===== config.mk =====
export PLATFORM = sky130hd
export DESIGN_NAME = instr_cycle_ctrl_flat
export DESIGN_NICKNAME = d
export VERILOG_FILES = /design/src/rtl/instr_cycle_ctrl_if.sv /design/src/rtl/instr_cycle_ctrl.sv /design/src/flat_wrapper.sv
export SDC_FILE = /design/constraint.sdc
export NUM_CORES = 1
export LEC_CHECK = 0
export ABC_AREA = 1
export CAP_MARGIN = 20
export CORE_MARGIN = 4
export CORE_UTILIZATION = 30
export CTS_BUF_LIST = sky130_fd_sc_hd__clkbuf_16
export CTS_CLUSTER_SIZE = 14
export DETAILED_ROUTE_END_ITERATION = 8
export DONT_BUFFER_PORTS = 1
export HOLD_SLACK_MARGIN = 0.02
export PLACE_DENSITY_LB_ADDON = 0.25
export SYNTH_ARGS = -nofsm -noshare
export SYNTH_HDL_FRONTEND = slang
export SYNTH_SLANG_ARGS = --single-unit

===== constraint.sdc =====
create_clock -name i_clk -period 1.7 [get_ports i_clk]
set_input_delay 0.085 -clock i_clk [delete_from_list [all_inputs] [get_ports i_clk]]
set_output_delay 0.085 -clock i_clk [all_outputs]
set_load 0.02 [all_outputs]

===== src/rtl/instr_cycle_ctrl_if.sv =====
// Control/strobe bundle between the instruction sequencer and the datapath around it.
// i_step_mode/i_step exist only when SINGLE_STEP_EN is defined.
interface instr_cycle_ctrl_if #(
    parameter int unsigned CNT_W = 16
);
`ifdef SINGLE_STEP_EN
    logic             i_step_mode;
    logic             i_step;
`endif
    logic             i_run;
    logic             i_mem_ready;
    logic             i_op_writes_w;
    logic             i_op_is_branch;
    logic             o_mem_rd;
    logic             o_load_ir;
    logic             o_pc_inc;
    logic             o_load_pc;
    logic             o_load_w;
    logic [1:0]       o_phase;
    logic             o_busy;
    logic             o_fault;
    logic [CNT_W-1:0] o_instr_cnt;

    modport master (
`ifdef SINGLE_STEP_EN
        output i_step_mode,
        output i_step,
`endif
        output i_run,
        output i_mem_ready,
        output i_op_writes_w,
        output i_op_is_branch,
        input  o_mem_rd,
        input  o_load_ir,
        input  o_pc_inc,
        input  o_load_pc,
        input  o_load_w,
        input  o_phase,
        input  o_busy,
        input  o_fault,
        input  o_instr_cnt
    );

    modport slave (
`ifdef SINGLE_STEP_EN
        input  i_step_mode,
        input  i_step,
`endif
        input  i_run,
        input  i_mem_ready,
        input  i_op_writes_w,
        input  i_op_is_branch,
        output o_mem_rd,
        output o_load_ir,
        output o_pc_inc,
        output o_load_pc,
        output o_load_w,
        output o_phase,
        output o_busy,
        output o_fault,
        output o_instr_cnt
    );
endinterface


===== src/rtl/instr_cycle_ctrl.sv =====
// Instruction sequencer: FETCH/DECODE/EXECUTE/WRITEBACK strobes, fetch timeout, retire count.
// Defining SINGLE_STEP_EN adds a HOLD state between instructions, released by a step pulse.
module instr_cycle_ctrl #(
    parameter int unsigned CNT_W       = 16,
    parameter int unsigned TIMEOUT_CYC = 8
) (
    input logic               i_clk,
    input logic               i_rst_n,
    instr_cycle_ctrl_if.slave bus
);

    localparam int unsigned       WAIT_W    = (TIMEOUT_CYC > 1) ? $clog2(TIMEOUT_CYC) : 1;
    localparam logic [WAIT_W-1:0] WAIT_LAST = WAIT_W'(TIMEOUT_CYC - 1);

`ifdef SINGLE_STEP_EN
    typedef enum logic [2:0] {
        StIdle, StFetch, StDecode, StExecute, StWriteback, StFault, StHold
    } state_e;
`else
    typedef enum logic [2:0] {
        StIdle, StFetch, StDecode, StExecute, StWriteback, StFault
    } state_e;
`endif

    state_e            r_state, w_state_d;
    logic [WAIT_W-1:0] r_wait, w_wait_d;
    logic [CNT_W-1:0]  r_instr_cnt, w_cnt_d;
    logic              r_op_w, r_op_br;
    logic              w_mem_rd, w_load_ir, w_pc_inc, w_load_pc, w_load_w;
    logic [1:0]        w_phase;
    logic              w_busy, w_fault;

    always_ff @(posedge i_clk or negedge i_rst_n) begin
        if (!i_rst_n) begin
            r_state     <= StIdle;
            r_wait      <= '0;
            r_instr_cnt <= '0;
            r_op_w      <= 1'b0;
            r_op_br     <= 1'b0;
        end else begin
            r_state     <= w_state_d;
            r_wait      <= w_wait_d;
            r_instr_cnt <= w_cnt_d;
            if (r_state == StDecode) begin
                r_op_w  <= bus.i_op_writes_w;
                r_op_br <= bus.i_op_is_branch;
            end
        end
    end

    always_comb begin
        w_state_d = r_state;
        w_wait_d  = '0;
        w_cnt_d   = r_instr_cnt;
        w_mem_rd  = 1'b0;
        w_load_ir = 1'b0;
        w_pc_inc  = 1'b0;
        w_load_pc = 1'b0;
        w_load_w  = 1'b0;
        w_phase   = 2'd0;
        w_busy    = 1'b0;
        w_fault   = 1'b0;
        unique case (r_state)
            StIdle: begin
                if (bus.i_run) w_state_d = StFetch;
            end
            StFetch: begin
                w_busy   = 1'b1;
                w_mem_rd = 1'b1;
                // Data arriving on the last allowed cycle still beats the timeout.
                if (bus.i_mem_ready) begin
                    w_load_ir = 1'b1;
                    w_state_d = StDecode;
                end else if (r_wait == WAIT_LAST) begin
                    w_state_d = StFault;
                end else begin
                    w_wait_d = r_wait + WAIT_W'(1);
                end
            end
            StDecode: begin
                w_busy    = 1'b1;
                w_phase   = 2'd1;
                w_state_d = StExecute;
            end
            StExecute: begin
                w_busy    = 1'b1;
                w_phase   = 2'd2;
                w_load_pc = r_op_br;
                w_pc_inc  = ~r_op_br;
                w_state_d = StWriteback;
            end
            StWriteback: begin
                w_busy   = 1'b1;
                w_phase  = 2'd3;
                w_load_w = r_op_w;
                w_cnt_d  = r_instr_cnt + CNT_W'(1);
                if (!bus.i_run) begin
                    w_state_d = StIdle;
`ifdef SINGLE_STEP_EN
                end else if (bus.i_step_mode) begin
                    w_state_d = StHold;
`endif
                end else begin
                    w_state_d = StFetch;
                end
            end
            StFault: begin
                w_fault = 1'b1;
                if (!bus.i_run) w_state_d = StIdle;
            end
`ifdef SINGLE_STEP_EN
            StHold: begin
                w_busy = 1'b1;
                if (!bus.i_run) begin
                    w_state_d = StIdle;
                end else if (bus.i_step) begin
                    w_state_d = StFetch;
                end
            end
`endif
            default: w_state_d = StIdle;
        endcase
    end

    assign bus.o_mem_rd    = w_mem_rd;
    assign bus.o_load_ir   = w_load_ir;
    assign bus.o_pc_inc    = w_pc_inc;
    assign bus.o_load_pc   = w_load_pc;
    assign bus.o_load_w    = w_load_w;
    assign bus.o_phase     = w_phase;
    assign bus.o_busy      = w_busy;
    assign bus.o_fault     = w_fault;
    assign bus.o_instr_cnt = r_instr_cnt;

endmodule


===== src/flat_wrapper.sv =====
// flat-port wrapper written by rule: the top's interface ports become plain ports
module instr_cycle_ctrl_flat 
#(
    parameter int unsigned CNT_W       = 16,
    parameter int unsigned TIMEOUT_CYC = 8
)
  (i_clk, i_rst_n, bus_i_run, bus_i_mem_ready, bus_i_op_writes_w, bus_i_op_is_branch, bus_o_mem_rd, bus_o_load_ir, bus_o_pc_inc, bus_o_load_pc, bus_o_load_w, bus_o_phase, bus_o_busy, bus_o_fault, bus_o_instr_cnt);
  instr_cycle_ctrl_if #(.CNT_W(CNT_W)) bus_i ();
  input logic i_clk;
  input logic i_rst_n;
  input wire logic [$bits(bus_i.i_run)-1:0] bus_i_run;
  input wire logic [$bits(bus_i.i_mem_ready)-1:0] bus_i_mem_ready;
  input wire logic [$bits(bus_i.i_op_writes_w)-1:0] bus_i_op_writes_w;
  input wire logic [$bits(bus_i.i_op_is_branch)-1:0] bus_i_op_is_branch;
  output wire logic [$bits(bus_i.o_mem_rd)-1:0] bus_o_mem_rd;
  output wire logic [$bits(bus_i.o_load_ir)-1:0] bus_o_load_ir;
  output wire logic [$bits(bus_i.o_pc_inc)-1:0] bus_o_pc_inc;
  output wire logic [$bits(bus_i.o_load_pc)-1:0] bus_o_load_pc;
  output wire logic [$bits(bus_i.o_load_w)-1:0] bus_o_load_w;
  output wire logic [$bits(bus_i.o_phase)-1:0] bus_o_phase;
  output wire logic [$bits(bus_i.o_busy)-1:0] bus_o_busy;
  output wire logic [$bits(bus_i.o_fault)-1:0] bus_o_fault;
  output wire logic [$bits(bus_i.o_instr_cnt)-1:0] bus_o_instr_cnt;
  assign bus_i.i_run = bus_i_run;
  assign bus_i.i_mem_ready = bus_i_mem_ready;
  assign bus_i.i_op_writes_w = bus_i_op_writes_w;
  assign bus_i.i_op_is_branch = bus_i_op_is_branch;
  assign bus_o_mem_rd = bus_i.o_mem_rd;
  assign bus_o_load_ir = bus_i.o_load_ir;
  assign bus_o_pc_inc = bus_i.o_pc_inc;
  assign bus_o_load_pc = bus_i.o_load_pc;
  assign bus_o_load_w = bus_i.o_load_w;
  assign bus_o_phase = bus_i.o_phase;
  assign bus_o_busy = bus_i.o_busy;
  assign bus_o_fault = bus_i.o_fault;
  assign bus_o_instr_cnt = bus_i.o_instr_cnt;
  instr_cycle_ctrl #(.CNT_W(CNT_W), .TIMEOUT_CYC(TIMEOUT_CYC)) u_core (.i_clk(i_clk), .i_rst_n(i_rst_n), .bus(bus_i));
endmodule

==> summary.txt, run 1 <==
synth top area cells = dfrtp_1, nand2_1, inv_1
status = completed
register area share after synthesis = 47.6%
final cell count without fillers = 204
worst path required time = 1.62 ns
row count = 23
Slew headroom = 74.5%
PortBufs = 0
GR Util All Layers = 11.2%
Fin. Hold Viols = 0
Pwr Total = 2.02 mW
Reg area = 601 µm²
main combinational cell family by area after synthesis = simple AND/OR/NAND/NOR gates
xor and xnor area share after synthesis = 7.64%
syn avg cell area = 8.82 µm²
Setup violations, final = 0
initial antenna violation count = 0
synth warn = 0
Max Slew Vio Count = 0
starting density of the core = 31.3%
syn nets = 152
GPL Wtd Cong = 0.810
Seq cells post-synth = 24
max-cap viol count = 0
Setup CP Type = reg2out
Cell Area, Synth = 1260 µm²
Worst-Margin Slew = 0.381 ns
CTS buffer count = 3
fillers = 419
first-pass GRT wire length = 4610 µm
area leader, netlist = dfrtp_1
Yosys cell types = 24
Final WS setup = 0.0981 ns
Highest Clock Rate = 624 MHz
fin crit share = 94.2%
H-tree depth = 1
fin nets = 165
VDD IR-drop max = 0.000726 V
Post-DRT Antenna Nets = 0
vias in the first global route = 958
number of diodes = 0
Clk pin slew, worst setup/hold paths = 0.06 ns
P_leak = 0.799 nW
multi-input logic area = 588 µm²
DP HPWL = 2040 µm
post_cts resized = 0
die width = 72.8 µm
Post-Synth Simple-Gate Area = 33.0%
DRC = 0
gr ovfl total = 0
CP Launch Type = flop
dpl cells = 197
crit path time final = 1.60 ns
unrepaired setup endpoints after global routing = false
clock root cell = clkbuf_16
Vias per Instance = 4.50
Pre-Repair DR Iteration Count = 2
clock skew = 0.00147 ns
die extent in y = 72.8 µm
Clock Latency Late Sink = 0.25 ns
PwrDens = 1360 nW/µm²
I/O pins = 31
setup slack at placement = 0.304 ns
largest net degree at the start of global routing = 25
DR WL/cell = 12.9 µm
die area = 5310 µm²
clk sinks = 24
Layout area overhead = 17.3%
share of the synthesized area in the top cell type = 47.6%
Synth Area in Compound Gates = 2.98%
core area = 4030 µm²
Post-CTS Setup Bufs = 0
setup_tns = 0 ns
CTS tree = yes
Post-Synth Adder-Cell Area = 2.98%
Iter 0 DRT Violations = 40
worst-path maximum fanout = 10
CTS max path bufs = 2
Worst Setup End Kind = output port
Post-Route WL = 2640 µm
DR vias = 918
Hold Crit Class = in2reg
cell count after synthesis = 143
mux contribution to synthesized area = 0%
WP data arrival = 1.52 ns
fraction of layout cells with a size suffix above 1 = 16.2%
-- worst max-delay path, stage by stage, from the launching register on --
cell	delay [ns]
dfrtp_1	0.47
nor2_2	0.07
nand2_4	0.18
nand2_1	0.20
or2_1	0.34
-- cell type report --
| type | count | area share (%) |
|---|---|---|
| Timing Repair Buffer | 8 | 5.41 |
| Sequential cell | 24 | 40.6 |
| Clock buffer | 3 | 5.08 |
| Inverter | 19 | 4.91 |
| Multi-Input combinational cell | 100 | 39.8 |
| Tap cell | 50 | 4.23 |
-- cell usage after synthesis, drive strengths merged --
master,n
or2,1
a21oi,2
ha,3
nor2,22
xnor2,4
nand4,4
inv,18
o21ai,4
nand2,40
dfrtp,24
o211ai,1
nand3b,1
nor3,4
xor2,7
nand3,7
clkinv,1
-- path summary, 6_finish.rpt --
check	start	slack, ns	depth (start not counted)	to
max in group asynchronous	i_rst_n	1.30	2	u_core.bus.o_instr_cnt[13]
worst min register to register	u_core.r_wait[0]	0.43	1	u_core.r_wait[0]
worst max register to register	u_core.bus.o_instr_cnt[2]	0.28	5	u_core.bus.o_instr_cnt[14]
worst max-delay path	u_core.r_state[1]	0.1	4	bus_o_busy
worst min-delay path	bus_i_mem_ready	0.06	3	u_core.r_wait[1]
min in group asynchronous	i_rst_n	0.25	2	u_core.bus.o_instr_cnt[11]
-- cells in the final DEF, fill, tap and decap left out, drive strengths merged --
master       count
nand2           40
dfrtp           24
nor2            22
inv             18
xor2             7
nand3            7
buf              5
xnor2            4
nand4            4
nor3             4
o21ai            4
ha               3
clkbuf           3
dlygate4sd3      3
a21oi            2
clkinv           1
or2              1
o211ai           1
nand3b           1
-- cells by family (layout without fill, tap and decap cells) --
group | count (synthesis) | after routing
buffers and inverters | 19 | 30
and+or+nand+nor | 79 | 79
adders and majority gates | 3 | 3
AOI/OAI and AO/OA | 7 | 7
xor gates and xnor gates | 11 | 11
DFF | 24 | 24
-- report_power, final --
part | switching, mW | internal (mW) | total, mW
clock | 0.196 | 0.311 | 0.507
sequential | 0.139 | 0.682 | 0.821
combinational | 0.478 | 0.210 | 0.688
total | 0.813 | 1.20 | 2.02
-- through the flow --
stage,hold slack (ns),area (µm²),utilization (%)
after floorplan,-0.211,1260,-
after global placement,-0.210,1350,33.6
after detailed placement,-0.210,1350,33.6
after CTS,0.0576,1480,36.7
after global routing,0.0893,1480,36.7
final,0.0581,1480,36.7
-- sequential cells by signal, summed over array words and instances (netlist names) --
register                cells
u_core.bus.o_instr_cnt     16
u_core.r_state              3
u_core.r_wait               3
u_core.r_op_br              1
u_core.r_op_w               1
-- layer usage --
layer  GRT usage, %  share of wire [%]  vias up
met4           3.69                1.5        0
met3           2.62                4.2        4
met5              0                  0        -
li1               -                  -      471
met2           18.9                 50       14
met1           14.1                 44      429
-- timing repair --
item | in CTS | in global routing
endpoints found under the setup margin | 0 | 0
endpoints found under the hold margin | 26 | 0
hold buffers | 4 | 0
Power figures use the tool's default switching activity.
==> run 2: changes to the inputs <==
- ABC_AREA: 1 -> unset
==> run 2 against run 1 <==
  * Clock-buffer cell count unchanged
  * First-iteration DRC count is 65% lower
  * Via count fell by 14%
  * Hold slack got worse by 0.0062 ns
  * Register-to-register slack worse by 0.04 ns
  * Sequential share of layout area up 1.8 points
  * Setup slack improved by 0.021 ns
  * Power is 0.65% higher
  * Combinational power rose by 3.3%
  * Core utilization rose by 1.4 points
  * Critical path depth unchanged
  * Critical path type unchanged
==> summary.txt, run 2 <==
status = completed
register area share after synthesis = 51.5% (+3.9 points)
max-cap viol count = 0 (unchanged)
final instance area = 1420 µm² (-4.1%)
Synth Area in Compound Gates = 3.11% (+0.14 points)
xor and xnor area share after synthesis = 12.8% (+5.1 points)
Post-Synth Adder-Cell Area = 3.22% (+0.24 points)
synth top area cells = dfrtp_1, xnor2_1, nand2_1
gr ovfl total = 0 (unchanged)
CP Launch Type = flop
Clock Latency Late Sink = 0.25 ns (about the same)
Slew headroom = 66.3% (-8.2 points)
P_leak = 0.680 nW (-15%)
DP HPWL = 1680 µm (-17%)
number of synthesized flops with an enable pin = 0 (unchanged)
Net Switching = 0.745 mW (-8.4%)
clock root cell = clkbuf_16
crit path time final = 1.58 ns (-0.0207 ns)
fin nets = 134 (-19%)
VDD IR-drop max = 0.000561 V (-23%)
die area = 4950 µm² (-6.7%)
fillers = 381 (-9.1%)
clock skew = 0.00486 ns (+0.00339 ns)
DR WL/cell = 12.9 µm (about the same)
PwrDens = 1430 nW/µm² (+5.0%)
DRC = 0 (unchanged)
CTS buffer count = 3 (unchanged)
core area = 3720 µm² (-7.8%)
internal power = 1.28 mW (+6.7%)
post-place instance area = 1280 µm² (-5.5%)
clk sinks = 24 (unchanged)
Cell Area, Synth = 1170 µm² (-7.5%)
Post-Synth Simple-Gate Area = 25.0% (-8.0 points)
die extent in y = 70.3 µm (-3.4%)
syn avg cell area = 10.8 µm² (+22%)
unrepaired setup endpoints after global routing = false
Switching Share = 36.7% (-3.6 points)
cell count after synthesis = 108 (-24%)
synth warn = 0 (unchanged)
top cells by count, synth = dfrtp_1, nand2_1, nor2_1, xnor2_1, xor2_1
most frequent cell after synthesis = dfrtp_1
initial antenna violation count = 0 (unchanged)
max reg flops = 16 (unchanged)
mux contribution to synthesized area = 1.93% (+1.9 points)
fin crit share = 93.0% (-1.2 points)
Setup CP Type = reg2out
dpl cells = 163 (-17%)
Seq cells post-synth = 24 (unchanged)
DR vias = 790 (-14%)
Yosys cell types = 27 (+13%)
Post-Route WL = 2210 µm (-16%)
Clock power frac = 24.3% (-0.8 points)
setup_tns = 0 ns (unchanged)
Highest Clock Rate = 632 MHz (+1.3%)
RR Startpoint = u_core.r_state[1]
most common cell after layout, fill and taps aside = dfrtp_1
combinational cell fraction of total power = 35.0% (+0.9 points)
Critical path origin = u_core.r_state[2]
row count = 22 (-4.3%)
area leader, netlist = dfrtp_1
Worst Setup End Kind = output port
Flop pwr share = 40.6% (about the same)
Worst-Margin Slew = 0.502 ns (+0.121 ns)
Iter 0 DRT Violations = 14 (-65%)
CTS max path bufs = 2 (unchanged)
Post-DRT Antenna Nets = 0 (unchanged)
Setup violations, final = 0 (unchanged)
PortBufs = 0 (unchanged)
slowest cell on the critical path = dfrtp_1
Layout area overhead = 21.6%
main combinational cell family by area after synthesis = simple AND/OR/NAND/NOR gates
final cell count without fillers = 171 (-16%)
share of the synthesized area in the top cell type = 51.5% (+3.9 points)
ys flop type = dfrtp_1
Fin. Hold Viols = 0 (unchanged)
H-tree depth = 1 (unchanged)
WP data arrival = 1.50 ns (-0.02 ns)
fraction of layout cells with a size suffix above 1 = 17.9% (+1.7 points)
most frequent cells in the layout = dfrtp_1, nand2_1, xnor2_1
starting density of the core = 31.4% (+0.076 points)
number of diodes = 0 (unchanged)
syn nets = 117 (-23%)
hold path start = bus_i_run
fraction of registers with async set/reset = 100% (unchanged)
Vias per Instance = 4.62 (+2.7%)
CTS tree = yes
Clk pin slew, worst setup/hold paths = 0.06 ns (about the same)
worst-path maximum fanout = 9 (-1)
Hold Crit Class = in2reg
Pre-Repair DR Iteration Count = 4 (+2)
GR Util All Layers = 9.81% (-1.4 points)
die width = 70.3 µm (-3.4%)
Max Slew Vio Count = 0 (unchanged)
I/O pins = 31 (unchanged)
delay of the slowest critical-path stage = 0.46 ns (about the same)
first-pass GRT wire length = 3950 µm (-14%)
worst path required time = 1.62 ns (about the same)
vias in the first global route = 830 (-13%)
GPL Wtd Cong = 0.769 (-5.1%)
largest net degree at the start of global routing = 25 (unchanged)
Pwr Total = 2.03 mW (+0.65%)
cell chain of the critical path = buf_4 > nand2b_1 > nor2_1 > and2_1
worst hold slack = 0.0518 ns (-0.00624 ns)
run 2: cell types whose count changed in the layout (fill, tap and decap cells not counted), sizes merged, moves of 3 or more:
cell   before  now
nor2       22   11
inv        18    2
and3        0    5
xnor2       4   11
o21ai       4    1
nand2      40   14
nand3       7    3
buf         5   11
and2        0    4
run 2: critical path, delay by kind of cell (launching register included):
family,cells,cell delay [ns]
buffers and inverters,1,0.20
DFF,1,0.46
and+or+nand+nor,3,0.57
run 2: through the flow:
| step | util, % | worst slack, ns |
|---|---|---|
| floorplan | - | 0.292 |
| global placement | 34.4 | 0.272 |
| detailed placement | 34.4 | 0.266 |
| CTS | 38.1 | 0.109 |
| global route | 38.1 | 0.0282 |
| finish | 38.1 | 0.119 |
run 2: cell type report:
| type | count | area [µm²] | area share (%) |
|---|---|---|---|
| multi-input cells | 79 | 539 | 38.0 |
| well taps | 48 | 60.1 | 4.24 |
| repair buffers | 15 | 135 | 9.53 |
| inverters | 2 | 7.51 | 0.530 |
| clock buffers | 3 | 75.1 | 5.30 |
| flip-flops and latches | 24 | 601 | 42.4 |
run 2: what timing repair did:
item / in CTS / in global routing
hold endpoints to repair: 27 / 0
setup buffers: 0 / 0
endpoints found under the setup margin: 0 / 1
hold buffers: 5 / 0
gates resized for setup: 0 / 1
run 2: power groups by stage:
| stage | Combinational [mW] | Clock, mW | Sequential [mW] |
|---|---|---|---|
| 4_1_cts | 0.720 | 0.510 | 0.824 |
| 3_3_place_gp | 0.685 | 0 | 0.827 |
| 5_1_grt | 0.795 | 0.539 | 0.850 |
| 3_5_place_dp | 0.693 | 0 | 0.835 |
| 6_report | 0.711 | 0.493 | 0.825 |
| 2_1_floorplan | 0.542 | 0 | 0.822 |
run 2: cells by family (layout without fill, tap and decap cells):
group / Yosys count / count (layout)
and+or+nand+nor: 51 / 51
DFF: 24 / 24
xor gates and xnor gates: 17 / 17
AOI/OAI and AO/OA: 6 / 6
buffers and inverters: 5 / 20
adders and majority gates: 3 / 3
muxes: 2 / 2
run 2: path summary, 6_finish.rpt:
kind                                         endpoint  slack (ns)  cells past startpoint
setup / recovery                        bus_o_load_ir        0.12                      4
hold / removal                      u_core.r_state[0]        0.05                      2
setup reg to reg           u_core.bus.o_instr_cnt[13]        0.24                      4
hold reg to reg                      u_core.r_wait[0]        0.44                      1
max in group asynchronous            u_core.r_wait[1]        1.30                      2
min in group asynchronous  u_core.bus.o_instr_cnt[15]        0.26                      2
run 2: metal layers:
metal / track usage (%) / vias up / routed length [µm]
met5: 0 / - / 0
li1: - / 393 / -
met1: 12.3 / 370 / 972
met4: 3.19 / 0 / 13
met3: 3.45 / 2 / 183
met2: 15.7 / 25 / 1040
==> run 3: changes to the inputs <==
- CTS_BUF_LIST: sky130_fd_sc_hd__clkbuf_16 -> unset
==> run 3 against run 2 <==
  * Maximum frequency is 0.84% lower
  * Flip-flop and latch count did not move
  * Final cell count did not move
  * Sequential power barely moved
  * Setup slack got worse by 0.013 ns
  * Clock-buffer cell count did not move
  * Core utilization fell by 0.91 points
  * First-iteration DRC count up 7.1%
  * Hold slack worse by 0.011 ns
  * Non-clock buffer count stayed put
  * Via count down 0.38%
  * Register-to-register slack is essentially flat
  * Critical endpoint unchanged
  * Largest cell class unchanged
  * Largest power group unchanged
  * Highest routed layer unchanged
==> summary.txt, run 3 (same netlist as run 2, synthesis figures left out) <==
worst hold slack = 0.0404 ns (-0.0114 ns)
most common cell after layout, fill and taps aside = dfrtp_1
Flop pwr share = 44.2% (+3.6 points)
Post-DRT Antenna Nets = 0 (unchanged)
clock skew = 0.00572 ns (+0.000855 ns)
Net Switching = 0.729 mW (-2.0%)
Worst-Margin Slew = 0.502 ns (-0.00000191 ns)
Iter 0 DRT Violations = 15 (+1)
met3 Use GR = 3.45% (unchanged)
CTS max path bufs = 2 (unchanged)
vias in the first global route = 830 (unchanged)
Highest Clock Rate = 627 MHz (-0.84%)
WP data arrival = 1.51 ns (about the same)
I/O pins = 31 (unchanged)
Hold Crit Class = in2reg
Switching Share = 39.2% (+2.5 points)
Setup CP Type = reg2out
setup_tns = 0 ns (unchanged)
CTS tree = yes
die extent in y = 70.3 µm (unchanged)
DP HPWL = 1680 µm (unchanged)
max-cap viol count = 0 (unchanged)
Vias per Instance = 4.60 (-0.38%)
combinational cell fraction of total power = 38.2% (+3.2 points)
GR Util All Layers = 9.81% (unchanged)
clock root cell = clkbuf_8
Clock power frac = 17.6% (-6.7 points)
grt met2 use = 15.7% (unchanged)
slowest cell on the critical path = dfrtp_1
fin nets = 134 (unchanged)
Post-Route WL = 2200 µm (-0.32%)
layer with the highest usage = met2
fraction of layout cells with a size suffix above 1 = 17.9% (unchanged)
Clk pin slew, worst setup/hold paths = 0.08 ns (+0.02 ns)
CP Launch Type = flop
die area = 4950 µm² (unchanged)
GPL Wtd Cong = 0.769 (unchanged)
Clock Latency Late Sink = 0.26 ns (about the same)
most frequent cells in the layout = dfrtp_1, nand2_1, xnor2_1
cell chain of the critical path = buf_4 > nand2b_1 > nor2_1 > and2_1
clk sinks = 24 (unchanged)
Fin. Hold Viols = 0 (unchanged)
gr ovfl total = 0 (unchanged)
Worst Setup End Kind = output port
Slew headroom = 66.3% (about the same)
starting density of the core = 31.4% (unchanged)
row count = 22 (unchanged)
PortBufs = 0 (unchanged)
delay of the slowest critical-path stage = 0.47 ns (about the same)
max reg flops = 16 (unchanged)
initial antenna violation count = 0 (unchanged)
Max Slew Vio Count = 0 (unchanged)
H-tree depth = 1 (unchanged)
PwrDens = 1340 nW/µm² (-6.1%)
worst path required time = 1.62 ns (about the same)
die width = 70.3 µm (unchanged)
internal power = 1.13 mW (-12%)
Setup violations, final = 0 (unchanged)
P_leak = 0.664 nW (-2.3%)
DR WL/cell = 12.9 µm (-0.32%)
number of diodes = 0 (unchanged)
CTS buffer count = 3 (unchanged)
fin crit share = 93.8% (+0.78 points)
met1 GRT Util = 12.3% (unchanged)
first-pass GRT wire length = 3950 µm (unchanged)
largest net degree at the start of global routing = 25 (unchanged)
Layout area overhead = 18.7%
end-of-flow core utilization = 37.2% (-0.91 points)
Pre-Repair DR Iteration Count = 4 (unchanged)
DRC = 0 (unchanged)
VDD IR-drop max = 0.000542 V (-3.3%)
worst-path maximum fanout = 9 (unchanged)
Post-CTS Setup Bufs = 0 (unchanged)
crit path time final = 1.59 ns (+0.0133 ns)
core area = 3720 µm² (unchanged)
status = completed
DR vias = 787 (-0.38%)
unrepaired setup endpoints after global routing = false
==> run 3: final timing paths <==
| path | slack (ns) | from | to | cells past startpoint |
|---|---|---|---|---|
| max in group asynchronous | 1.31 | i_rst_n | u_core.r_wait[1] | 2 |
| worst min-delay path | 0.04 | bus_i_run | u_core.r_state[0] | 2 |
| worst max-delay path | 0.11 | u_core.r_state[2] | bus_o_load_ir | 4 |
| worst min register to register | 0.45 | u_core.r_wait[0] | u_core.r_wait[0] | 1 |
| min in group asynchronous | 0.25 | i_rst_n | u_core.bus.o_instr_cnt[15] | 2 |
| worst max register to register | 0.24 | u_core.r_state[1] | u_core.bus.o_instr_cnt[13] | 4 |
==> run 3: repair_timing <==
action | in CTS | in global routing
endpoints found under the setup margin | 0 | 1
endpoints found under the hold margin | 27 | 0
resized for setup | 0 | 1
hold buffers | 5 | 0
==> run 3: layout make-up <==
type	instances	area, µm²
Fill cell	384	2330
Tap cell	48	60.1
Sequential cell	24	601
Multi-Input combinational cell	79	539
Clock buffer	3	41.3
Timing Repair Buffer	15	135
Inverter	2	7.51
==> run 3: power groups by stage <==
stage	logic (mW)	clock network (mW)	registers, mW
after floorplan	0.542	0	0.822
after global placement	0.685	0	0.827
after detailed placement	0.693	0	0.835
after CTS	0.720	0.342	0.823
after global routing	0.795	0.372	0.849
final	0.711	0.327	0.823
==> run 3: routing by layer <==
layer / routed length (µm) / up-vias
met5: 0 / -
met1: 960 / 369
li1: - / 391
met4: 13 / 0
met2: 1040 / 25
met3: 188 / 2
==> run 3: critical path, delay by kind of cell (launching register included) <==
| kind | cells | cell delay (ns) |
|---|---|---|
| and+or+nand+nor | 3 | 0.57 |
| DFF | 1 | 0.47 |
| buffers and inverters | 1 | 0.20 |
==> run 3: metrics by stage <==
step / total power, mW / setup slack, ns / cells / area (µm²)
6_report: 1.86 / 0.105 / 171 / 1380
5_1_grt: 2.02 / 0.00235 / 171 / 1380
4_1_cts: 1.89 / 0.0892 / 171 / 1380
3_5_place_dp: 1.53 / 0.266 / 163 / 1280
3_3_place_gp: 1.51 / 0.272 / 163 / 1280
2_1_floorplan: 1.36 / 0.292 / 108 / 1170
